**src/rtl/switch_debounce_event_x4_pkg.sv**
```systemverilog
// Shared types and helpers for the 4-switch front end and its register block.
// Optional feature macro used by this slice: SWITCH_EVENT_BOTH_EDGES_EN.
package switch_x4_pkg;

  localparam int SW_NUM = 4;

  typedef logic [SW_NUM-1:0] sw_vec_t;

  function automatic int dbnc_cnt_w(int cycles);
    return $clog2(cycles);
  endfunction

endpackage

```
**src/rtl/switch_debounce_event_x4_if.sv**
```systemverilog
// Switch front end <-> register block signal bundle.
// The slave side is the debouncer, the master side is the register block (or bench).
interface switch_debounce_event_x4_if
  import switch_x4_pkg::*;
  ();

  sw_vec_t sw_in;
  sw_vec_t sw_mask;
  sw_vec_t sw_event_ack;
  logic    enable_irq;
  sw_vec_t sw_state;
  sw_vec_t sw_event;
  logic    irq;

  modport master (
    output sw_in,
    output sw_mask,
    output sw_event_ack,
    output enable_irq,
    input  sw_state,
    input  sw_event,
    input  irq
  );

  modport slave (
    input  sw_in,
    input  sw_mask,
    input  sw_event_ack,
    input  enable_irq,
    output sw_state,
    output sw_event,
    output irq
  );

endinterface

```
**src/rtl/switch_debounce_event_x4_ch.sv**
```systemverilog
// One switch channel: 2-flop synchroniser, stability counter, debounced level.
// accept_rise/accept_fall pulse on the edge where the debounced level changes.
module switch_debounce_ch
  import switch_x4_pkg::*;
#(
  parameter int   DEBOUNCE_CYCLES = 100000,
  parameter logic RESET_VAL       = 1'b0
) (
  input  logic aclk,
  input  logic areset,
  input  logic sw_pin,
  output logic sw_state,
  output logic accept_rise,
  output logic accept_fall
);

  localparam int                CNT_W   = dbnc_cnt_w(DEBOUNCE_CYCLES);
  localparam logic [CNT_W-1:0]  CNT_MAX = CNT_W'(DEBOUNCE_CYCLES - 1);

  logic             sync1_r;
  logic             sync2_r;
  logic             state_r;
  logic [CNT_W-1:0] cnt_r;
  logic             accept_s;

  // Two-flop synchroniser for the asynchronous pin.
  always_ff @(posedge aclk or posedge areset) begin
    if (areset) begin
      sync1_r <= RESET_VAL;
      sync2_r <= RESET_VAL;
    end else begin
      sync1_r <= sw_pin;
      sync2_r <= sync1_r;
    end
  end

  assign accept_s = (sync2_r != state_r) && (cnt_r == CNT_MAX);

  // Stability counter; any return to the current level restarts the count.
  always_ff @(posedge aclk or posedge areset) begin
    if (areset) begin
      cnt_r   <= {CNT_W{1'b0}};
      state_r <= RESET_VAL;
    end else if (sync2_r == state_r) begin
      cnt_r   <= {CNT_W{1'b0}};
    end else if (cnt_r == CNT_MAX) begin
      cnt_r   <= {CNT_W{1'b0}};
      state_r <= sync2_r;
    end else begin
      cnt_r   <= cnt_r + CNT_W'(1);
    end
  end

  assign sw_state    = state_r;
  assign accept_rise = accept_s & sync2_r;
  assign accept_fall = accept_s & ~sync2_r;

endmodule

```
**src/rtl/switch_debounce_event_x4.sv**
```systemverilog
// Four debounced switches with sticky change events and a level interrupt.
// Define SWITCH_EVENT_BOTH_EDGES_EN to latch events on falling transitions too.
module switch_debounce_event_x4
  import switch_x4_pkg::*;
#(
  parameter int      DEBOUNCE_CYCLES = 100000,
  parameter sw_vec_t RESET_STATE     = 4'b0000
) (
  input  logic                        aclk,
  input  logic                        areset,
  switch_debounce_event_x4_if.slave   bus
);

  sw_vec_t state_s;
  sw_vec_t rise_s;
  sw_vec_t fall_s;
  sw_vec_t qual_s;
  sw_vec_t set_s;
  sw_vec_t event_r;
  logic    irq_r;

  for (genvar i = 0; i < SW_NUM; i++) begin : g_ch
    switch_debounce_ch #(
      .DEBOUNCE_CYCLES (DEBOUNCE_CYCLES),
      .RESET_VAL       (RESET_STATE[i])
    ) u_ch (
      .aclk        (aclk),
      .areset      (areset),
      .sw_pin      (bus.sw_in[i]),
      .sw_state    (state_s[i]),
      .accept_rise (rise_s[i]),
      .accept_fall (fall_s[i])
    );
  end

`ifdef SWITCH_EVENT_BOTH_EDGES_EN
  assign qual_s = rise_s | fall_s;
`else
  assign qual_s = rise_s;
  // Falling accepts still move sw_state but never raise an event here.
  sw_vec_t unused_fall_s;
  assign unused_fall_s = fall_s;
`endif

  assign set_s = qual_s & ~bus.sw_mask;

  // Sticky event flags: a new event beats an ack arriving on the same edge.
  always_ff @(posedge aclk or posedge areset) begin
    if (areset) begin
      event_r <= 4'b0000;
    end else begin
      event_r <= set_s | (event_r & ~bus.sw_event_ack);
    end
  end

  // Registered level interrupt.
  always_ff @(posedge aclk or posedge areset) begin
    if (areset) begin
      irq_r <= 1'b0;
    end else begin
      irq_r <= bus.enable_irq & (|event_r);
    end
  end

  assign bus.sw_state = state_s;
  assign bus.sw_event = event_r;
  assign bus.irq      = irq_r;

endmodule

```
**src/flat_wrapper.sv**
```systemverilog
// flat-port wrapper written by rule: the top's interface ports become plain ports
module switch_debounce_event_x4_flat import switch_x4_pkg::*;
#(
  parameter int      DEBOUNCE_CYCLES = 100000,
  parameter sw_vec_t RESET_STATE     = 4'b0000
)
  (aclk, areset, bus_sw_in, bus_sw_mask, bus_sw_event_ack, bus_enable_irq, bus_sw_state, bus_sw_event, bus_irq);
  switch_debounce_event_x4_if bus_i ();
  input  logic aclk;
  input  logic areset;
  input wire logic [$bits(bus_i.sw_in)-1:0] bus_sw_in;
  input wire logic [$bits(bus_i.sw_mask)-1:0] bus_sw_mask;
  input wire logic [$bits(bus_i.sw_event_ack)-1:0] bus_sw_event_ack;
  input wire logic [$bits(bus_i.enable_irq)-1:0] bus_enable_irq;
  output wire logic [$bits(bus_i.sw_state)-1:0] bus_sw_state;
  output wire logic [$bits(bus_i.sw_event)-1:0] bus_sw_event;
  output wire logic [$bits(bus_i.irq)-1:0] bus_irq;
  assign bus_i.sw_in = bus_sw_in;
  assign bus_i.sw_mask = bus_sw_mask;
  assign bus_i.sw_event_ack = bus_sw_event_ack;
  assign bus_i.enable_irq = bus_enable_irq;
  assign bus_sw_state = bus_i.sw_state;
  assign bus_sw_event = bus_i.sw_event;
  assign bus_irq = bus_i.irq;
  switch_debounce_event_x4 #(.DEBOUNCE_CYCLES(DEBOUNCE_CYCLES), .RESET_STATE(RESET_STATE)) u_core (.aclk(aclk), .areset(areset), .bus(bus_i));
endmodule
```
**config.mk**
```make
export PLATFORM = sky130hd
export DESIGN_NAME = switch_debounce_event_x4_flat
export DESIGN_NICKNAME = d
export VERILOG_FILES = /design/src/rtl/switch_debounce_event_x4_pkg.sv /design/src/rtl/switch_debounce_event_x4_if.sv /design/src/rtl/switch_debounce_event_x4_ch.sv /design/src/rtl/switch_debounce_event_x4.sv /design/src/flat_wrapper.sv
export SDC_FILE = /design/constraint.sdc
export NUM_CORES = 1
export LEC_CHECK = 0
export ABC_AREA = 1
export CAP_MARGIN = 20
export CORE_MARGIN = 3
export CORE_UTILIZATION = 30
export DETAILED_ROUTE_END_ITERATION = 12
export SYNTH_ARGS = -nofsm -noshare
export SYNTH_HDL_FRONTEND = slang
export SYNTH_HIERARCHICAL = 1
export SYNTH_SLANG_ARGS = --single-unit
```
**constraint.sdc**
```tcl
create_clock -name aclk -period 2.1 [get_ports aclk]
set_clock_uncertainty 0.2 [all_clocks]
set_input_delay 0.42 -clock aclk [delete_from_list [all_inputs] [get_ports aclk]]
set_output_delay 0.42 -clock aclk [all_outputs]
set_load 0.02 [all_outputs]
```
# == Word-level counts from Yosys, hierarchy flattened ==
# Index checks and enable logic that the tools add are counted.
# totals
out_inout_bits,9
word_cells,65
ff_bits,85
input_bits,15
# classes
muxes,8
bitwise_logic,14
add_sub_neg,4
n_eq_ne,12
n_reduce_logical,9
# ops
operator,count
$mux 17,8
$add 17x1->17 const B,4
$eq 17x17->1 const B,4
$and 4x4->4,2
$not 4->4,2
$reduce_and 2->1,4
$and 1x1->1,5
$eq 1x1->1,4
$logic_and 1x1->1,4
$ne 1x1->1,4
$not 1->1,4
$or 4x4->4,1
$reduce_or 4->1,1

# == Longest topological paths before layout ==
# Gate-level depths: netlist of the first run.
# depth
depth_word,5
depth_mapped,8
depth_no_buf,8

# == Modules after synthesis ==
# Netlist of the first run, hierarchy kept.
# modules_own_cells
mod,area_each_um2,seq_area_each_um2,instances,cells_per_inst
switch_debounce_ch,1143.6,500.5,4,161
switch_debounce_event_x4,210.2,125.1,1,26

# == Worst setup path after synthesis of the first run ==
# No wires, ideal clock.
# synth_path
kind,reg-to-reg
from,register u_core.g_ch[0].u_ch.state_r
to,register u_core.g_ch[0].u_ch.cnt_r[10]
period_less_slack_ns,1.443
slack_ns,0.657
arrival_ns,1.122
setup_ns,0.122
required_time_ns,1.778
n_path_buf,0
path_stages_with_launch,7
cell_sequence,dfrtp_1 > inv_2 > nor2_1 > nor2_2 > inv_1 > nand2_2 > nor2_1
# synth_via
elab_chain_len,2
# synth_rtl
element,line,rtl
"start, declared",switch_debounce_event_x4_ch.sv:22,logic state_r;
"start signal, assigned",switch_debounce_event_x4_ch.sv:48,state_r <= sync2_r;
$eq 1x1->1,switch_debounce_event_x4_ch.sv:44,end else if (sync2_r == state_r) begin
$mux 17,switch_debounce_event_x4_ch.sv:44,
"end signal, assigned",switch_debounce_event_x4_ch.sv:42,cnt_r <= {CNT_W{1'b0}};
"end signal, assigned",switch_debounce_event_x4_ch.sv:45,cnt_r <= {CNT_W{1'b0}};
"end signal, assigned",switch_debounce_event_x4_ch.sv:47,cnt_r <= {CNT_W{1'b0}};
"end, declared",switch_debounce_event_x4_ch.sv:23,logic [CNT_W-1:0] cnt_r;
# No other way between the ends.
# A chain may end at the register's enable or synchronous reset.

# == Worst setup path after layout of the first run ==
# layout_path
from,register u_core.g_ch[1].u_ch.state_r
to,output bus_sw_state[1]
# layout_rtl
element,line,rtl
"start, declared",switch_debounce_event_x4_ch.sv:22,
"start signal, assigned",switch_debounce_event_x4_ch.sv:48,
"end, declared",flat_wrapper.sv:15,output wire logic [$bits(bus_i.sw_state)-1:0] bus_sw_state;
# No word-level cell between the ends.

==> run_results.csv, run 1 <==
group,metric,value,unit
placement,gp_congestion,0.835,
worst_setup_path,critPathMaxStageDelay,630,ps
placement,placement.cell_area,5320,µm²
clock_tree,cts_inserted_buffers,9,
clock_tree,cts-hold-fix-buffers,0,
clock_tree,root_buffer,"clkbuf_16",
global_route,grt_max_degree,21,
timing,fin_crit_sh,95.6,%
timing,slew_headroom,75.0,%
global_route,overflow,0,
finish,diodes,0,
placement,port_buffers,23,
finish,drive_above_1_share,12.9,%
die,initial_core_util,31.0,%
clock_tree,htree_num_levels,3,
die,die_y,132,µm
clock_tree,cts_setup_buffers,0,
worst_setup_path,end_kind,"output pin",
timing,finalCriticalPeriod,2010,ps
worst_hold_path,holdPathStages,0,
clock_tree,clk_latency,340,ps
finish,syn_to_final_growth,17.5,%
power_and_ir_drop,peakVddDrop,0.430,mV
logic_synthesis,yosysWarningCount,6,
worst_setup_path,arrival,1390,ps
clock_tree,clock_sinks,85,
global_route,grt_pass1_vias,3674,
worst_setup_path,cp-start-kind,"register",
placement,place_ws,188,ps
power_and_ir_drop,power.density,593,nW/µm²
finish,layout_common_cells,"nor2_1 (154), nand2_1 (144), dfrtp_1 (85)",
status,status,"completed",
timing,setup_slack,92.7,ps
clock_tree,cts_resized,0,
job,maxCapViolations,0,
logic_synthesis,syn_nets,685,
finish,mostFrequentLayoutCell,"nor2_1",
timing,max_slew.worst_pin.slew,371,ps
worst_setup_path,r2r_start,"u_core/g_ch[3].u_ch/cnt_r[0]",
clock_tree,clock_path_buffers,2,
timing,final_hold_viol_count,0,
finish,fin_area,5600,µm²
global_route,grt_pass1_wl,17600,µm
route,drt_pass1_iterations,4,
route,vias_per_cell,4.33,
logic_synthesis,synthesis.area,4760,µm²
die,core.rowCount,45,
power_and_ir_drop,p_leak,2.42,nW
worst_setup_path,critPathBufInv,1,
route,first_iter_violations,180,
clock_tree,cts.clk_slew.worst_paths,60,ps
worst_setup_path,crit_chain,"clkdlybuf4s50_1",
route,route.antenna.remaining_nets,0,
placement,dp_hpwl,7820,µm
worst_setup_path,slowest_stage,"clkdlybuf4s50_1",
route,wirelength,10300,µm
worst_setup_path,reg2reg_depth,7,
route,dr_total_vias,4001,
die,die_area,17400,µm²
worst_setup_path,required,1480,ps
global_route,antenna_found_initial,0,
worst_setup_path,r2r-end,"u_core/bus.sw_event[3]",
worst_hold_path,hp-class,"register to register",
route,drc_errors,0,
worst_setup_path,cp_top_family,"buffers and inverters",
worst_setup_path,critPathMaxFanout,5,
logic_synthesis,syn_area_per_cell,7.15,µm²
timing,drv_slew,0,
worst_hold_path,holdPathEnd,"u_core/g_ch[2].u_ch/sync2_r",
route,post_drt_wl_per_cell,11.2,µm
worst_setup_path,r2r_slack,210,ps
clock_tree,cts_tree,"yes",
global_route,grt_usage,12.4,%
die,core-area,15400,µm²
timing,setup-tns-final,0,ps
die,io_pins,24,
logic_synthesis,synth_cells,666,
die,die-width,132,µm
worst_hold_path,min_from,"u_core/g_ch[2].u_ch/sync1_r",
worst_setup_path,path_class,"register to output pin",
timing,max_freq,0.498,GHz
finish,fin_nets,727,
timing,finalSetupViolCount,0,
timing,rsz0062_at_grt,"false",
worst_setup_path,startpoint,"u_core/g_ch[1].u_ch/sw_state",
metal layers:
metal	track usage, %	routed length, µm	up-vias
met2	19.6	4710	46
met4	3.68	102	0
met3	3.74	331	6
li1	-	-	2154
met5	0	0	-
met1	16.4	5190	1795
how the worst max path moves through the flow:
stage / endpoint / depth (start not counted)
after floorplan: u_core/g_ch[0].u_ch/cnt_r[10] / 6
after global placement: u_core/bus.sw_event[3] / 7
after detailed placement: u_core/bus.sw_event[3] / 7
after CTS: bus_sw_state[1] / 1
after global routing: bus_sw_state[1] / 1
final: bus_sw_state[1] / 1
area by class of cell:
type,count,area (µm²)
repair buffers,31,290
inverters,98,368
multi-input cells,483,2270
clock inverters,5,25.0
flip-flops and latches,85,2130
well taps,211,264
fillers,1611,9770
clock buffers,11,253
metrics by stage:
step                      total power [mW]  utilization [%]  instances  hold WS [ps]
after floorplan                       1.79                -        666         -1.48
after global placement                1.87             34.6        908           135
after detailed placement              1.87             34.6        908           135
after CTS                             3.40             36.4        924           148
after global routing                  3.48             36.4        924           165
final                                 3.32             36.4        924           146
power breakdown:
group          switching (mW)  internal [mW]  leakage (nW)
clock network           0.631          0.855         0.145
logic                  0.0890         0.0548          1.12
registers              0.0230           1.66          1.16
flip-flops by register name (all words and copies together), names as in the netlist:
name / flops
u_core/bus.irq: 1
u_core/g_ch.u_ch/cnt_r: 68
u_core/g_ch.u_ch/sync2_r: 4
u_core/bus.sw_event: 4
u_core/g_ch.u_ch/sw_state: 4
u_core/g_ch.u_ch/sync1_r: 4
Power figures use the tool's default switching activity.
==> run 2: changes to the inputs <==
--- a/config.mk
+++ b/config.mk
@@ -10,6 +10,8 @@
 export CORE_MARGIN = 3
 export CORE_UTILIZATION = 30
 export DETAILED_ROUTE_END_ITERATION = 12
+export HOLD_SLACK_MARGIN = 0.1
+export SLEW_MARGIN = 30
 export SYNTH_ARGS = -nofsm -noshare
 export SYNTH_HDL_FRONTEND = slang
 export SYNTH_HIERARCHICAL = 1
==> results of run 2 <==
No change in the layout: final DEF, timing and power equal those of run 1.
==> run 3: changes to the inputs <==
--- a/config.mk
+++ b/config.mk
@@ -11,7 +11,7 @@
 export CORE_UTILIZATION = 30
 export DETAILED_ROUTE_END_ITERATION = 12
 export HOLD_SLACK_MARGIN = 0.1
-export SLEW_MARGIN = 30
+export SLEW_MARGIN = 5
 export SYNTH_ARGS = -nofsm -noshare
 export SYNTH_HDL_FRONTEND = slang
 export SYNTH_HIERARCHICAL = 1
==> results of run 3 <==
No change in the layout: final DEF, timing and power equal those of run 1.
